[config.mk]
export PLATFORM = sky130hd
export DESIGN_NAME = ctrl_pipe
export DESIGN_NICKNAME = d
export VERILOG_FILES = /design/src/rtl/ctrl_pipe.sv
export SDC_FILE = /design/constraint.sdc
export NUM_CORES = 1
export LEC_CHECK = 0
export CORE_MARGIN = 10
export CORE_UTILIZATION = 35
export CTS_BUF_LIST = sky130_fd_sc_hd__clkbuf_8
export CTS_CLUSTER_DIAMETER = 60
export DETAILED_ROUTE_END_ITERATION = 12
export PLACE_DENSITY = 0.59
export SYNTH_ARGS = -nofsm -noshare
export SYNTH_HDL_FRONTEND = slang
export SYNTH_SLANG_ARGS = --single-unit
[constraint.sdc]
create_clock -name clk -period 2.2 [get_ports clk]
set_input_delay 0.44 -clock clk [delete_from_list [all_inputs] [get_ports clk]]
set_output_delay 0.44 -clock clk [all_outputs]
set_load 0.005 [all_outputs]
[src/rtl/ctrl_pipe.sv]
// ctrl_pipe: pipelined control unit for the 16-bit, 4-bit-opcode core.
// Decodes the IF/ID instruction, carries the control bundle through EX/MEM/WB,
// detects load-use hazards, generates the branch flush and drains the pipe on HLT.
`timescale 1ns/1ps
module ctrl_pipe #(
  parameter int unsigned REGW      = 4,
  parameter bit          HAZARD_EN = 1'b1
) (
  input  logic            clk,
  input  logic            rst_n,
  input  logic            id_valid,
  input  logic [3:0]      opcode,
  input  logic [REGW-1:0] id_rs,
  input  logic [REGW-1:0] id_rt,
  input  logic [REGW-1:0] id_dst,
  input  logic            branch_taken,
  input  logic            stall_ext,
  output logic            stall_o,
  output logic            flush_o,
  output logic            ex_valid,
  output logic            ex_alu_src,
  output logic            ex_lb,
  output logic [3:0]      ex_alu_op,
  output logic [REGW-1:0] ex_dst,
  output logic            mem_valid,
  output logic            mem_read,
  output logic            mem_write,
  output logic            mem_en,
  output logic [REGW-1:0] mem_dst,
  output logic            wb_valid,
  output logic            wb_reg_write,
  output logic            wb_mem_to_reg,
  output logic            wb_pcs,
  output logic [REGW-1:0] wb_dst,
  output logic            halted
);

  localparam logic [3:0] OpAdd    = 4'h0;
  localparam logic [3:0] OpSub    = 4'h1;
  localparam logic [3:0] OpXor    = 4'h2;
  localparam logic [3:0] OpRed    = 4'h3;
  localparam logic [3:0] OpSll    = 4'h4;
  localparam logic [3:0] OpSra    = 4'h5;
  localparam logic [3:0] OpRor    = 4'h6;
  localparam logic [3:0] OpPaddsb = 4'h7;
  localparam logic [3:0] OpLw     = 4'h8;
  localparam logic [3:0] OpSw     = 4'h9;
  localparam logic [3:0] OpLlb    = 4'hA;
  localparam logic [3:0] OpLhb    = 4'hB;
  localparam logic [3:0] OpB      = 4'hC;
  localparam logic [3:0] OpBr     = 4'hD;
  localparam logic [3:0] OpPcs    = 4'hE;
  localparam logic [3:0] OpHlt    = 4'hF;

  typedef enum logic [1:0] {StRun, StDrain, StHalted} state_e;

  state_e state_q, state_d;
  logic   halted_q, halted_d;

  // EX stage
  logic            ex_valid_q, ex_valid_d;
  logic            ex_alu_src_q, ex_alu_src_d;
  logic            ex_lb_q, ex_lb_d;
  logic [3:0]      ex_alu_op_q, ex_alu_op_d;
  logic [REGW-1:0] ex_dst_q, ex_dst_d;
  logic            ex_mem_read_q, ex_mem_read_d;
  logic            ex_mem_write_q, ex_mem_write_d;
  logic            ex_reg_write_q, ex_reg_write_d;
  logic            ex_pcs_q, ex_pcs_d;
  logic            ex_hlt_q, ex_hlt_d;
  // MEM stage
  logic            mem_valid_q, mem_valid_d;
  logic            mem_read_q, mem_read_d;
  logic            mem_write_q, mem_write_d;
  logic            mem_en_q, mem_en_d;
  logic [REGW-1:0] mem_dst_q, mem_dst_d;
  logic            mem_reg_write_q, mem_reg_write_d;
  logic            mem_pcs_q, mem_pcs_d;
  logic            mem_hlt_q, mem_hlt_d;
  // WB stage
  logic            wb_valid_q, wb_valid_d;
  logic            wb_reg_write_q, wb_reg_write_d;
  logic            wb_mem_to_reg_q, wb_mem_to_reg_d;
  logic            wb_pcs_q, wb_pcs_d;
  logic [REGW-1:0] wb_dst_q, wb_dst_d;
  logic            wb_hlt_q, wb_hlt_d;

  logic dec_alu_src, dec_mem_read, dec_mem_write, dec_lb, dec_pcs, dec_hlt, dec_reg_write;
  logic reads_rs, reads_rt, load_use, accept;

  // Decode the IF/ID opcode into the control bundle and operand usage.
  always_comb begin
    dec_alu_src   = opcode inside {OpLw, OpSw, OpSll, OpSra, OpRor};
    dec_mem_read  = (opcode == OpLw);
    dec_mem_write = (opcode == OpSw);
    dec_lb        = opcode inside {OpLlb, OpLhb};
    dec_pcs       = (opcode == OpPcs);
    dec_hlt       = (opcode == OpHlt);
    // R0 is hardwired, so writes to it are dropped here.
    dec_reg_write = !(opcode inside {OpB, OpBr, OpHlt, OpSw}) && (id_dst != '0);
    reads_rs      = !(opcode inside {OpLlb, OpLhb, OpB, OpPcs, OpHlt});
    reads_rt      = opcode inside {OpAdd, OpSub, OpXor, OpRed, OpPaddsb, OpSw};
  end

  // Hazard, stall and flush generation; IF/ID is ignored outside RUN.
  always_comb begin
    load_use = 1'b0;
    if (HAZARD_EN && (state_q == StRun) && ex_valid_q && ex_mem_read_q &&
        (ex_dst_q != '0) && id_valid) begin
      load_use = (reads_rs && (ex_dst_q == id_rs)) || (reads_rt && (ex_dst_q == id_rt));
    end
    stall_o = load_use || (state_q != StRun);
    flush_o = branch_taken && id_valid && !stall_o && !stall_ext;
    accept  = id_valid && !stall_o;
  end

  // Next state for the stage registers and the halt FSM.
  always_comb begin
    state_d         = state_q;
    halted_d        = halted_q;
    ex_valid_d      = ex_valid_q;
    ex_alu_src_d    = ex_alu_src_q;
    ex_lb_d         = ex_lb_q;
    ex_alu_op_d     = ex_alu_op_q;
    ex_dst_d        = ex_dst_q;
    ex_mem_read_d   = ex_mem_read_q;
    ex_mem_write_d  = ex_mem_write_q;
    ex_reg_write_d  = ex_reg_write_q;
    ex_pcs_d        = ex_pcs_q;
    ex_hlt_d        = ex_hlt_q;
    mem_valid_d     = mem_valid_q;
    mem_read_d      = mem_read_q;
    mem_write_d     = mem_write_q;
    mem_en_d        = mem_en_q;
    mem_dst_d       = mem_dst_q;
    mem_reg_write_d = mem_reg_write_q;
    mem_pcs_d       = mem_pcs_q;
    mem_hlt_d       = mem_hlt_q;
    wb_valid_d      = wb_valid_q;
    wb_reg_write_d  = wb_reg_write_q;
    wb_mem_to_reg_d = wb_mem_to_reg_q;
    wb_pcs_d        = wb_pcs_q;
    wb_dst_d        = wb_dst_q;
    wb_hlt_d        = wb_hlt_q;

    if (!stall_ext) begin
      // Bubble unless a real instruction is accepted.
      ex_valid_d     = 1'b0;
      ex_alu_src_d   = 1'b0;
      ex_lb_d        = 1'b0;
      ex_alu_op_d    = '0;
      ex_dst_d       = '0;
      ex_mem_read_d  = 1'b0;
      ex_mem_write_d = 1'b0;
      ex_reg_write_d = 1'b0;
      ex_pcs_d       = 1'b0;
      ex_hlt_d       = 1'b0;
      if (accept) begin
        ex_valid_d     = 1'b1;
        ex_alu_src_d   = dec_alu_src;
        ex_lb_d        = dec_lb;
        ex_alu_op_d    = opcode;
        ex_dst_d       = id_dst;
        ex_mem_read_d  = dec_mem_read;
        ex_mem_write_d = dec_mem_write;
        ex_reg_write_d = dec_reg_write;
        ex_pcs_d       = dec_pcs;
        ex_hlt_d       = dec_hlt;
      end

      mem_valid_d     = ex_valid_q;
      mem_read_d      = ex_mem_read_q;
      mem_write_d     = ex_mem_write_q;
      mem_en_d        = ex_mem_read_q | ex_mem_write_q;
      mem_dst_d       = ex_dst_q;
      mem_reg_write_d = ex_reg_write_q;
      mem_pcs_d       = ex_pcs_q;
      mem_hlt_d       = ex_hlt_q;

      wb_valid_d      = mem_valid_q;
      wb_reg_write_d  = mem_reg_write_q;
      wb_mem_to_reg_d = mem_read_q;
      wb_pcs_d        = mem_pcs_q;
      wb_dst_d        = mem_dst_q;
      wb_hlt_d        = mem_hlt_q;

      unique case (state_q)
        StRun: begin
          if (accept && dec_hlt) state_d = StDrain;
        end
        StDrain: begin
          // halted rises on the edge that moves HLT into WB.
          if (mem_hlt_q) halted_d = 1'b1;
          if (wb_hlt_q)  state_d  = StHalted;
        end
        StHalted: begin
          state_d = StHalted;
        end
        default: state_d = StRun;
      endcase
    end
  end

  // Stage registers and halt FSM state.
  always_ff @(posedge clk or negedge rst_n) begin
    if (!rst_n) begin
      state_q         <= StRun;
      halted_q        <= 1'b0;
      ex_valid_q      <= 1'b0;
      ex_alu_src_q    <= 1'b0;
      ex_lb_q         <= 1'b0;
      ex_alu_op_q     <= '0;
      ex_dst_q        <= '0;
      ex_mem_read_q   <= 1'b0;
      ex_mem_write_q  <= 1'b0;
      ex_reg_write_q  <= 1'b0;
      ex_pcs_q        <= 1'b0;
      ex_hlt_q        <= 1'b0;
      mem_valid_q     <= 1'b0;
      mem_read_q      <= 1'b0;
      mem_write_q     <= 1'b0;
      mem_en_q        <= 1'b0;
      mem_dst_q       <= '0;
      mem_reg_write_q <= 1'b0;
      mem_pcs_q       <= 1'b0;
      mem_hlt_q       <= 1'b0;
      wb_valid_q      <= 1'b0;
      wb_reg_write_q  <= 1'b0;
      wb_mem_to_reg_q <= 1'b0;
      wb_pcs_q        <= 1'b0;
      wb_dst_q        <= '0;
      wb_hlt_q        <= 1'b0;
    end else begin
      state_q         <= state_d;
      halted_q        <= halted_d;
      ex_valid_q      <= ex_valid_d;
      ex_alu_src_q    <= ex_alu_src_d;
      ex_lb_q         <= ex_lb_d;
      ex_alu_op_q     <= ex_alu_op_d;
      ex_dst_q        <= ex_dst_d;
      ex_mem_read_q   <= ex_mem_read_d;
      ex_mem_write_q  <= ex_mem_write_d;
      ex_reg_write_q  <= ex_reg_write_d;
      ex_pcs_q        <= ex_pcs_d;
      ex_hlt_q        <= ex_hlt_d;
      mem_valid_q     <= mem_valid_d;
      mem_read_q      <= mem_read_d;
      mem_write_q     <= mem_write_d;
      mem_en_q        <= mem_en_d;
      mem_dst_q       <= mem_dst_d;
      mem_reg_write_q <= mem_reg_write_d;
      mem_pcs_q       <= mem_pcs_d;
      mem_hlt_q       <= mem_hlt_d;
      wb_valid_q      <= wb_valid_d;
      wb_reg_write_q  <= wb_reg_write_d;
      wb_mem_to_reg_q <= wb_mem_to_reg_d;
      wb_pcs_q        <= wb_pcs_d;
      wb_dst_q        <= wb_dst_d;
      wb_hlt_q        <= wb_hlt_d;
    end
  end

  assign ex_valid      = ex_valid_q;
  assign ex_alu_src    = ex_alu_src_q;
  assign ex_lb         = ex_lb_q;
  assign ex_alu_op     = ex_alu_op_q;
  assign ex_dst        = ex_dst_q;
  assign mem_valid     = mem_valid_q;
  assign mem_read      = mem_read_q;
  assign mem_write     = mem_write_q;
  assign mem_en        = mem_en_q;
  assign mem_dst       = mem_dst_q;
  assign wb_valid      = wb_valid_q;
  assign wb_reg_write  = wb_reg_write_q;
  assign wb_mem_to_reg = wb_mem_to_reg_q;
  assign wb_pcs        = wb_pcs_q;
  assign wb_dst        = wb_dst_q;
  assign halted        = halted_q;

endmodule

== Yosys cells after proc, flatten, opt, wreduce, memory -nomap -nowiden ==
Index checks and enable logic that the tools add are counted.
W data, S select, Z words.

* Equal/unequal tests: 21
* Muxes and demuxes: 14
* Bitwise logic cells: 2
* Reductions and logical operators: 30

{| class="wikitable"
|+ Operator list
! operator !! number
|-
| $eq A4 B4 Y1 const B || 8
|-
| $eq A4 B3 Y1 const B || 4
|-
| $logic_and A1 B1 Y1 || 12
|-
| $reduce_bool A4 Y1 || 3
|-
| $reduce_bool A5 Y1 || 2
|-
| $mux W1 || 9
|-
| $eq A4 B2 Y1 const B || 2
|-
| $eq A4 B4 Y1 || 2
|-
| $mux W4 || 2
|-
| $pmux W2 S3 || 1
|-
| $reduce_and A3 Y1 || 2
|-
| $reduce_bool A6 Y1 || 1
|-
| $eq A4 B1 Y1 const B || 1
|-
| $logic_not A1 Y1 || 4
|-
| $logic_not A4 Y1 || 1
|-
| $mux W2 || 2
|-
| $reduce_bool A2 Y1 || 2
|-
| $eq A2 B1 Y1 const B || 1
|-
| $eq A2 B2 Y1 const B || 1
|-
| $logic_not A2 Y1 || 1
|-
| $logic_or A1 B1 Y1 || 2
|-
| $ne A2 B1 Y1 const B || 1
|-
| $ne A2 B2 Y1 const B || 1
|-
| $not A1 Y1 || 1
|-
| $or A1 B1 Y1 || 1
|}

* Flip-flop bits (word level): 39
* Input bits: 21
* Output and inout port bits: 30
* Word-level logic and storage cells: 93

== Longest topological paths before layout ==
Gate-level depths: netlist of the first run.

* Depth after elaboration: 12
* Depth in mapped cells: 6
* Gate-level depth less buffers: 5

== Worst setup path after synthesis of the first run ==
OpenSTA, ideal clock, no wires.

* Path kind: register -> output
* Start: register ex_dst_q[0] (netlist: ex_dst[0])
* End: output port flush_o
* Arrival time: 1.581 ns
* Data required time: 1.760 ns
* Slack: 0.179 ns
* Cell stages (with the launch flop): 6
* Path buffers: 1
* Path through: dfrtp_1 -> or4_1 -> nand4_2 -> nor4_2 -> buf_6 -> nor4b_4

* Word-level cells in the longest chain between the ends: 8
* Elaborated cells between the ends (all ways): 13
* Classes of those cells: eq/ne: 2; mux: 1; reduce/logical: 10

{| class="wikitable"
|+ RTL lines
! item !! RTL line !! source
|-
| from (decl) || 65 || <nowiki>logic [REGW-1:0] ex_dst_q, ex_dst_d;</nowiki>
|-
| from (signal assigned) || 240 || <nowiki>ex_dst_q <= ex_dst_d;</nowiki>
|-
| $eq A4 B4 Y1 or $reduce_bool A4 Y1 (tied branches) || 110, 109 ||
|-
| $logic_and A1 B1 Y1 (on tied branches) || 110, 108 ||
|-
| $logic_or A1 B1 Y1 or $logic_and A1 B1 Y1 (tied branches) || 110, 109 ||
|-
| $mux W1 (*) || 108 || <nowiki>if (HAZARD_EN && (state_q == StRun) && ex_valid_q && ex_mem_read_q &&</nowiki>
|-
| $logic_or A1 B1 Y1 (*) || 112 || <nowiki>stall_o = load_use || (state_q != StRun);</nowiki>
|-
| $logic_not A1 Y1 (*) || 113 || <nowiki>flush_o = branch_taken && id_valid && !stall_o && !stall_ext;</nowiki>
|-
| $logic_and A1 B1 Y1 (*) (2 in a row) || 113 ||
|-
| to (decl) || 19 || <nowiki>output logic flush_o,</nowiki>
|}

Mark *: on every way between the ends. The rest lies on a longest branch, timed or not.

== Final worst setup path of the first run ==
* Start: register ex_dst_q[0] (netlist: ex_dst[0])
* End: output port stall_o

* Word-level cells in the longest chain between the ends: 5
* Elaborated cells between the ends (all ways): 10
* Classes of those cells: eq/ne: 2; mux: 1; reduce/logical: 7

{| class="wikitable"
|+ RTL lines
! item !! RTL line !! source
|-
| $eq A4 B4 Y1 or $reduce_bool A4 Y1 (tied branches) || 110, 109 ||
|-
| $logic_and A1 B1 Y1 (on tied branches) || 110, 108 ||
|-
| $logic_or A1 B1 Y1 or $logic_and A1 B1 Y1 (tied branches) || 110, 109 ||
|-
| $mux W1 (*) || 108 ||
|-
| $logic_or A1 B1 Y1 (*) || 112 ||
|-
| to (decl) || 18 || <nowiki>output logic stall_o,</nowiki>
|}

Marks and branches as above.

==> reports/results.ini, run 1 <==
[outcome]
outcome = complete, but fails checks
failed_checks = setup timing

[clock_tree]
worst_skew_pair.late_latency_ns = 0.29
cts_max_path_buffers = 2
clock-sinks = 39
numCtsBuffers = 5
cts-root-buf = clkbuf_8
cts_tree = done
htreeDepth = 2
postCtsHoldBufs = 0
clk_pin_slew_ns = 0.08

[grt]
grt_max_degree = 40
grt_pass1_vias = 1538
grt-ovfl-total = 0
antenna_found_initial = 0
grt_pass1_wl_um = 7890
grt.total_usage_pct = 11.3

[flow_run]
cap_violations = 0

[synth]
syn_avg_cell_area_um2 = 11.6
synthCells = 159
syn-num-nets = 183
yosysWarningCount = 0
synth_top_cell_by_area = dfrtp_1
synth.distinct_cells = 35
yosys.area.top_type_share_pct = 52.9
synth.cell_area_um2 = 1850
synth-seq-cells = 39
synth-seq-area-share_pct = 52.9
synthTopCellsByArea = dfrtp_1, mux2_2, nand2_1

[die]
pin_count = 51
die_area_um2 = 8580
rows = 26
coreArea_um2 = 5110
initial_core_util_pct = 36.1
die_w_um = 92.6
die_h_um = 92.6

[routing]
vias = 1415
drtPass1Iterations = 4
drt-initial-drc-count = 62
via_per_inst = 4.78
drt-total-wl_um = 4670
drc_errors = 0
ant_nets = 0
wire_per_inst_um = 15.8

[setup_path]
path_delay_family = simple AND/OR/NAND/NOR gates
critPathLaunchType = flip-flop
critPathArrivalTime_ns = 1.91
crit_path_cell_trace = or4_4 -> nand4_4 -> nor3_4 -> or3b_1 -> buf_2
worst-path-buf-inv = 1
critical_path_class = flip-flop to output pin
critPathRequiredTime_ns = 1.76
end_kind = output pin
cp_slowest_cell = or4_4
reg2reg_setup_slack_ns = 0.43
crit_path_max_fanout = 3
max_stage_delay_ns = 0.55

[placement]
place_congestion = 0.806
port_buffers = 50
dp.cells = 288
hpwlAfterDp_um = 3560
pre_cts_ws_ns = -0.566

[power_and_ir_drop]
p_leak_uw = 0.00118
powerDensity_nw_per_um2 = 817
vdd_ir_drop_max_uv = 394
power_uw = 2160

[min_path]
min_path_type = primary input to asynchronous set/reset pin

[sta]
rsz0062_at_grt = yes
max_freq_ghz = 0.425
worst_slew_margin_rel_pct = 42.9
finalSetupTns_ns = -0.279
hold_viol_final = 0
period_minus_slack_ns = 2.35
post-route-period-util_pct = 107
tightest_slew_ns = 0.856
finalMaxSlewViolations = 0
setup_viol = 2
skew_ns = 0.00172
fin_ws_ns = -0.151

[final_layout]
drive_gt1_share_pct = 25.7
finalNonFillerCells = 296
area_growth_pct = 43.2
nets = 249
antenna_cells = 0
final_common_cell = clkdlybuf4s50_1
final_cell_mix = clkdlybuf4s50_1, dfrtp_1, nand2_1

## cell usage after synthesis
| library cell | number |
|---|---|
| nor3_1 | 1 |
| mux2_2 | 21 |
| buf_6 | 2 |
| a221o_1 | 1 |
| a31o_2 | 1 |
| dfrtp_1 | 39 |
| inv_1 | 7 |
| clkbuf_1 | 4 |
| a21oi_1 | 1 |
| and3_1 | 2 |
| nor4_1 | 1 |
| buf_1 | 1 |
| nor4b_4 | 1 |
| nand4_2 | 1 |
| or4_1 | 1 |
| o21a_1 | 1 |
| o41ai_1 | 4 |
| nand3_1 | 3 |
| or3b_1 | 1 |
| a22oi_1 | 1 |
| xnor2_1 | 8 |
| nand2_1 | 28 |
| nor3_4 | 1 |
| buf_2 | 3 |
| ha_1 | 3 |
| nor2b_1 | 1 |
| a31oi_1 | 1 |
| nor4_2 | 1 |
| o21ai_0 | 2 |
| mux2i_1 | 1 |
| xor2_1 | 1 |
| nand4_1 | 2 |
| o211ai_1 | 1 |
| o31ai_1 | 10 |
| nor2_1 | 2 |
## metal layers
layer | share of wire (%) | GRT usage, % | routed length [um]
met1 | 45 | 13.9 | 2090
met2 | 47 | 17.9 | 2200
met3 | 6.1 | 3.31 | 286
met4 | 2.1 | 5.27 | 98
met5 | 0 | 0 | 0
## worst paths after layout
check,cells after the start,from,endpoint
setup / recovery,5,ex_dst[0],stall_o
hold / removal,1,rst_n,wb_dst[1]
setup reg to reg,5,ex_dst[0],ex_alu_src
hold reg to reg,2,ex_pcs_q,ex_pcs_q
max in group asynchronous,1,rst_n,wb_pcs
min in group clk,2,ex_pcs_q,ex_pcs_q
## worst register-to-register path: stages (launching register included)
cell     delay (ns)
dfrtp_1        0.38
or4_4          0.55
nand4_4        0.11
nor3_4         0.07
buf_4          0.18
o41ai_1        0.36
## cell families after synthesis
family                   count (synthesis)  synth area share (%)
AO/OA/AOI/OAI                           23                  9.36
multiplexers                            22                  13.4
XOR/XNOR                                 9                  4.27
buffers and inverters                   17                  4.47
AND/OR/NAND/NOR                         46                  13.6
flip-flops                              39                  52.9
adder cells (fa/ha/maj)                  3                  2.03
## report_power, final
group / switching, uW / internal [uW]
Combinational: 263 / 392
Sequential: 69.5 / 833
Clock: 262 / 338
Total: 595 / 1560
## stage by stage
stage | hold WS [ns] | area (um2) | util, %
floorplan | 0.144 | 1850 | -
global placement | 0.458 | 2510 | 49.2
detailed placement | 0.459 | 2510 | 49.2
CTS | 0.279 | 2640 | 51.7
global route | 0.319 | 2640 | 51.7
finish | 0.250 | 2640 | 51.7
## what timing repair did
item	in CTS	in global routing
setup endpoints to repair	2	2
setup buffers	0	0
pin swaps	6	4
gates resized for setup	12	0
## area by class of cell
cell class | count | area (um2)
Clock inverter | 3 | 43.8
Tap cell | 70 | 87.6
Multi-Input combinational cell | 103 | 812
Sequential cell | 39 | 976
Inverter | 7 | 26.3
Timing Repair Buffer | 69 | 628
Fill cell | 486 | 2460
Clock buffer | 5 | 68.8
Power figures use the tool's default switching activity.
==> run 2, diff against run 1 <==
- ABC_AREA: unset -> 1
- MAX_ROUTING_LAYER: unset -> met4
==> run 2 against run 1 <==
  * The flow now finishes without violations
  * Clock skew is 0.0034 ns higher
  * Clock power down 11%
  * Core utilization increased by 3.1 points
  * Routed wire length grew 4.5%
  * Critical path depth rose by 5
  * Sequential power grew 0.4%
  * Design area rose by 6.0%
  * Setup slack gained 0.27 ns
  * Via count grew 20%
  * Worst hold slack lost 0.077 ns
  * Register-to-register slack lost 0.22 ns
  * First-iteration DRC count is 26% higher
==> reports/results.ini, run 2 <==
[outcome]
outcome = completed  ; was complete, but fails checks

[final_layout]
final_cell_mix = nand2_1, dfrtp_1, clkdlybuf4s50_1  ; was clkdlybuf4s50_1, dfrtp_1, nand2_1
fillers = 508  ; was 486
drive_gt1_share_pct = 27.1  ; was 25.7%
fin_util_pct = 54.9  ; was 51.7%
area_growth_pct = 51.2  ; was 43.2%
multi_input_area_um2 = 787  ; was 812 um2
nets = 329  ; was 249
seqCellArea_um2 = 976  ; unchanged
final_common_cell = nand2_1  ; was clkdlybuf4s50_1
antenna_cells = 0  ; unchanged

[placement]
hpwlAfterDp_um = 3690  ; was 3560 um
port_buffers = 50  ; unchanged
pre_cts_ws_ns = -0.507  ; was -0.566 ns
place_congestion = 0.876  ; was 0.806

[setup_path]
critPathArrivalTime_ns = 1.64  ; was 1.91 ns
crit_path_cell_trace = buf_6 -> nand2_1 -> nand2_1 -> nor2_2 -> nand3_1 -> nand2_1 -> nand2_2 -> nand2_4 -> buf_4 -> clkdlybuf4s15_1  ; was or4_4 -> nand4_4 -> nor3_4 -> or3b_1 -> buf_2
r2r_cells = 17  ; was 5
reg2reg_setup_slack_ns = 0.21  ; was 0.43 ns
end_kind = output pin  ; unchanged
worst-path-buf-inv = 3  ; was 1
cp_common_cell = nand2_1
critPathLaunchType = flip-flop  ; unchanged
critPathRequiredTime_ns = 1.76  ; about the same
reg2reg_to = state_q[1]  ; was ex_alu_src
critical_path_class = flip-flop to output pin  ; unchanged
path_delay_family = simple AND/OR/NAND/NOR gates  ; unchanged
r2r-start = ex_dst[1]  ; was ex_dst[0]
cp_slowest_cell = dfrtp_1  ; was or4_4
crit_path_max_fanout = 3  ; unchanged
max_stage_delay_ns = 0.40  ; was 0.55 ns

[routing]
drtPass1Iterations = 4  ; unchanged
drc_errors = 0  ; unchanged
drt-initial-drc-count = 78  ; was 62
vias = 1692  ; was 1415
ant_nets = 0  ; unchanged
drt-total-wl_um = 4880  ; was 4670 um
wire_per_inst_um = 13.0  ; was 15.8 um
via_per_inst = 4.50  ; was 4.78

[sta]
finalSetupTns_ns = 0  ; was -0.279 ns
worst_slew_margin_rel_pct = 57.4  ; was 42.9%
finalMaxSlewViolations = 0  ; unchanged
worst_hold_slack_ns = 0.172  ; was 0.250 ns
setup_viol = 0  ; was 2
hold_viol_final = 0  ; unchanged
tightest_slew_ns = 0.639  ; was 0.856 ns
rsz0062_at_grt = no  ; was yes
skew_ns = 0.00511  ; was 0.00172 ns
fin_ws_ns = 0.122  ; was -0.151 ns
post-route-period-util_pct = 94.4  ; was 107%
max_freq_ghz = 0.481  ; was 0.425 GHz
period_minus_slack_ns = 2.08  ; was 2.35 ns

[clock_tree]
htreeDepth = 2  ; unchanged
postCtsHoldBufs = 0  ; unchanged
cts_max_path_buffers = 2  ; unchanged
numCtsBuffers = 5  ; unchanged
clk_pin_slew_ns = 0.07  ; was 0.08 ns
worst_skew_pair.late_latency_ns = 0.29  ; about the same
cts-root-buf = clkbuf_8  ; unchanged
cts_tree = done  ; unchanged
clock-sinks = 39  ; unchanged

[power_and_ir_drop]
power_switching_uw = 673  ; was 595 uW
powerDensity_nw_per_um2 = 784  ; was 817 nW/um2
vdd_ir_drop_max_uv = 327  ; was 394 uV
clkPwrFrac_pct = 24.2  ; was 27.8%
switching_share_pct = 30.6  ; was 27.6%
pwr-share-comb_pct = 34.5  ; was 30.4%
internal_power_uw = 1520  ; was 1560 uW
p_leak_uw = 0.00140  ; was 0.00118 uW
power_uw = 2200  ; was 2160 uW
p_seq_share_pct = 41.3  ; was 41.8%

[synth]
synth.distinct_cells = 22  ; was 35
syn-num-nets = 247  ; was 183
syn_avg_cell_area_um2 = 8.31  ; was 11.6 um2
yosys.area.top_type_share_pct = 52.7  ; was 52.9%
synth-seq-area-share_pct = 52.7  ; was 52.9%
synth.cell_area_um2 = 1850  ; about the same
yosysWarningCount = 0  ; unchanged
synthCells = 223  ; was 159
synthMuxAreaShare_pct = 0  ; was 13.4%
synth_edf_count = 0  ; unchanged
synthTopCellsByCount = nand2_1, dfrtp_1, inv_1  ; was dfrtp_1, nand2_1, mux2_2
async_reset_ff_share_pct = 100  ; unchanged
synth-main-ff-cell = dfrtp_1  ; unchanged
synth-seq-cells = 39  ; unchanged
synth-simple-area-share_pct = 25.9  ; was 13.6%
synthXorXnorAreaFrac_pct = 0  ; was 4.27%
synth_top_family_by_area = simple AND/OR/NAND/NOR gates  ; unchanged
synth_top_cell_by_area = dfrtp_1  ; unchanged
synthTopCellsByArea = dfrtp_1, nand2_1, inv_1  ; was dfrtp_1, mux2_2, nand2_1
synthAdderAreaFrac_pct = 2.03  ; about the same
synth_compound_area_share_pct = 11.7  ; was 9.36%
synth_most_common_cell = nand2_1  ; was dfrtp_1

[flow_run]
cap_violations = 0  ; unchanged

[die]
die_h_um = 92.8  ; was 92.6 um
coreArea_um2 = 5110  ; unchanged
rows = 26  ; unchanged
die_w_um = 92.8  ; was 92.6 um
initial_core_util_pct = 36.3  ; was 36.1%
die_area_um2 = 8600  ; was 8580 um2
pin_count = 51  ; unchanged

[grt]
grt_pass1_vias = 1722  ; was 1538
grtUsageMet1_pct = 15.5  ; was 13.9%
grt-busiest-layer = met2  ; unchanged
grt_pass1_wl_um = 8350  ; was 7890 um
antenna_found_initial = 0  ; unchanged
grtUsageMet3_pct = 3.63  ; was 3.31%
grt_max_degree = 38  ; was 40
grt-ovfl-total = 0  ; unchanged
use_met2_pct = 18.5  ; was 17.9%
grt.total_usage_pct = 12.2  ; was 11.3%

[min_path]
min_path_type = primary input to asynchronous set/reset pin  ; unchanged

run 2: cell types whose count changed in the layout (fill, tap and decap cells not counted), moves of 10 or more:
cell             previous run  this run
inv_1                       7        21
nand2_1                    28        76
o31ai_1                    10         0
clkdlybuf4s50_1            47        34
nand2_2                     0        11
mux2_2                     21         0
o21ai_0                     2        16
run 2: metal layers:
metal / wire [um] / vias to the layer above
met5: 0 / -
met4: 47 / 0
met3: 318 / 6
met2: 2230 / 47
met1: 2280 / 780
li1: - / 859
run 2: area by class of cell:
class | count | area share [%]
Clock inverter | 1 | 0.268
Sequential cell | 39 | 34.8
Multi-Input combinational cell | 148 | 28.1
Inverter | 29 | 3.89
Clock buffer | 7 | 3.44
Tap cell | 70 | 3.13
Timing Repair Buffer | 82 | 26.4
run 2: worst max path at each step:
| stage | start | endpoint | cells after the start |
|---|---|---|---|
| after floorplan | opcode[2] | flush_o | 12 |
| after global placement | opcode[1] | flush_o | 12 |
| after detailed placement | opcode[1] | flush_o | 12 |
| after CTS | id_valid | state_q[1] | 15 |
| after global routing | ex_dst[0] | flush_o | 12 |
| final | ex_dst[1] | stall_o | 10 |
run 2: cells by family after synthesis:
logic type | after synthesis
AO/OA/AOI/OAI | 30
buffers and inverters | 36
AND/OR/NAND/NOR | 115
adder cells (fa/ha/maj) | 3
flip-flops | 39
run 2: power by group through the flow:
stage,combinational [uW],sequential [uW],clock (uW)
global route,846,927,577
global placement,721,915,0
detailed placement,728,916,0
finish,758,907,532
floorplan,307,919,0
CTS,722,903,547
run 2: worst reg2reg max path: cells and delay by family (launching register included):
family / cells / cell delay, ns
buffers and inverters: 6 / 0.73
DFF: 1 / 0.40
and+or+nand+nor: 11 / 0.81
run 2: metrics by stage:
step / instance area, um2 / instances
floorplan: 1850 / 223
global placement: 2570 / 359
detailed placement: 2570 / 359
CTS: 2710 / 373
global route: 2800 / 376
finish: 2800 / 376
run 2: timing repair:
| action | in CTS | in global routing |
|---|---|---|
| resized for setup | 20 | 28 |
| setup buffers | 6 | 4 |
| setup endpoints to repair | 2 | 4 |
| pin swaps | 8 | 14 |
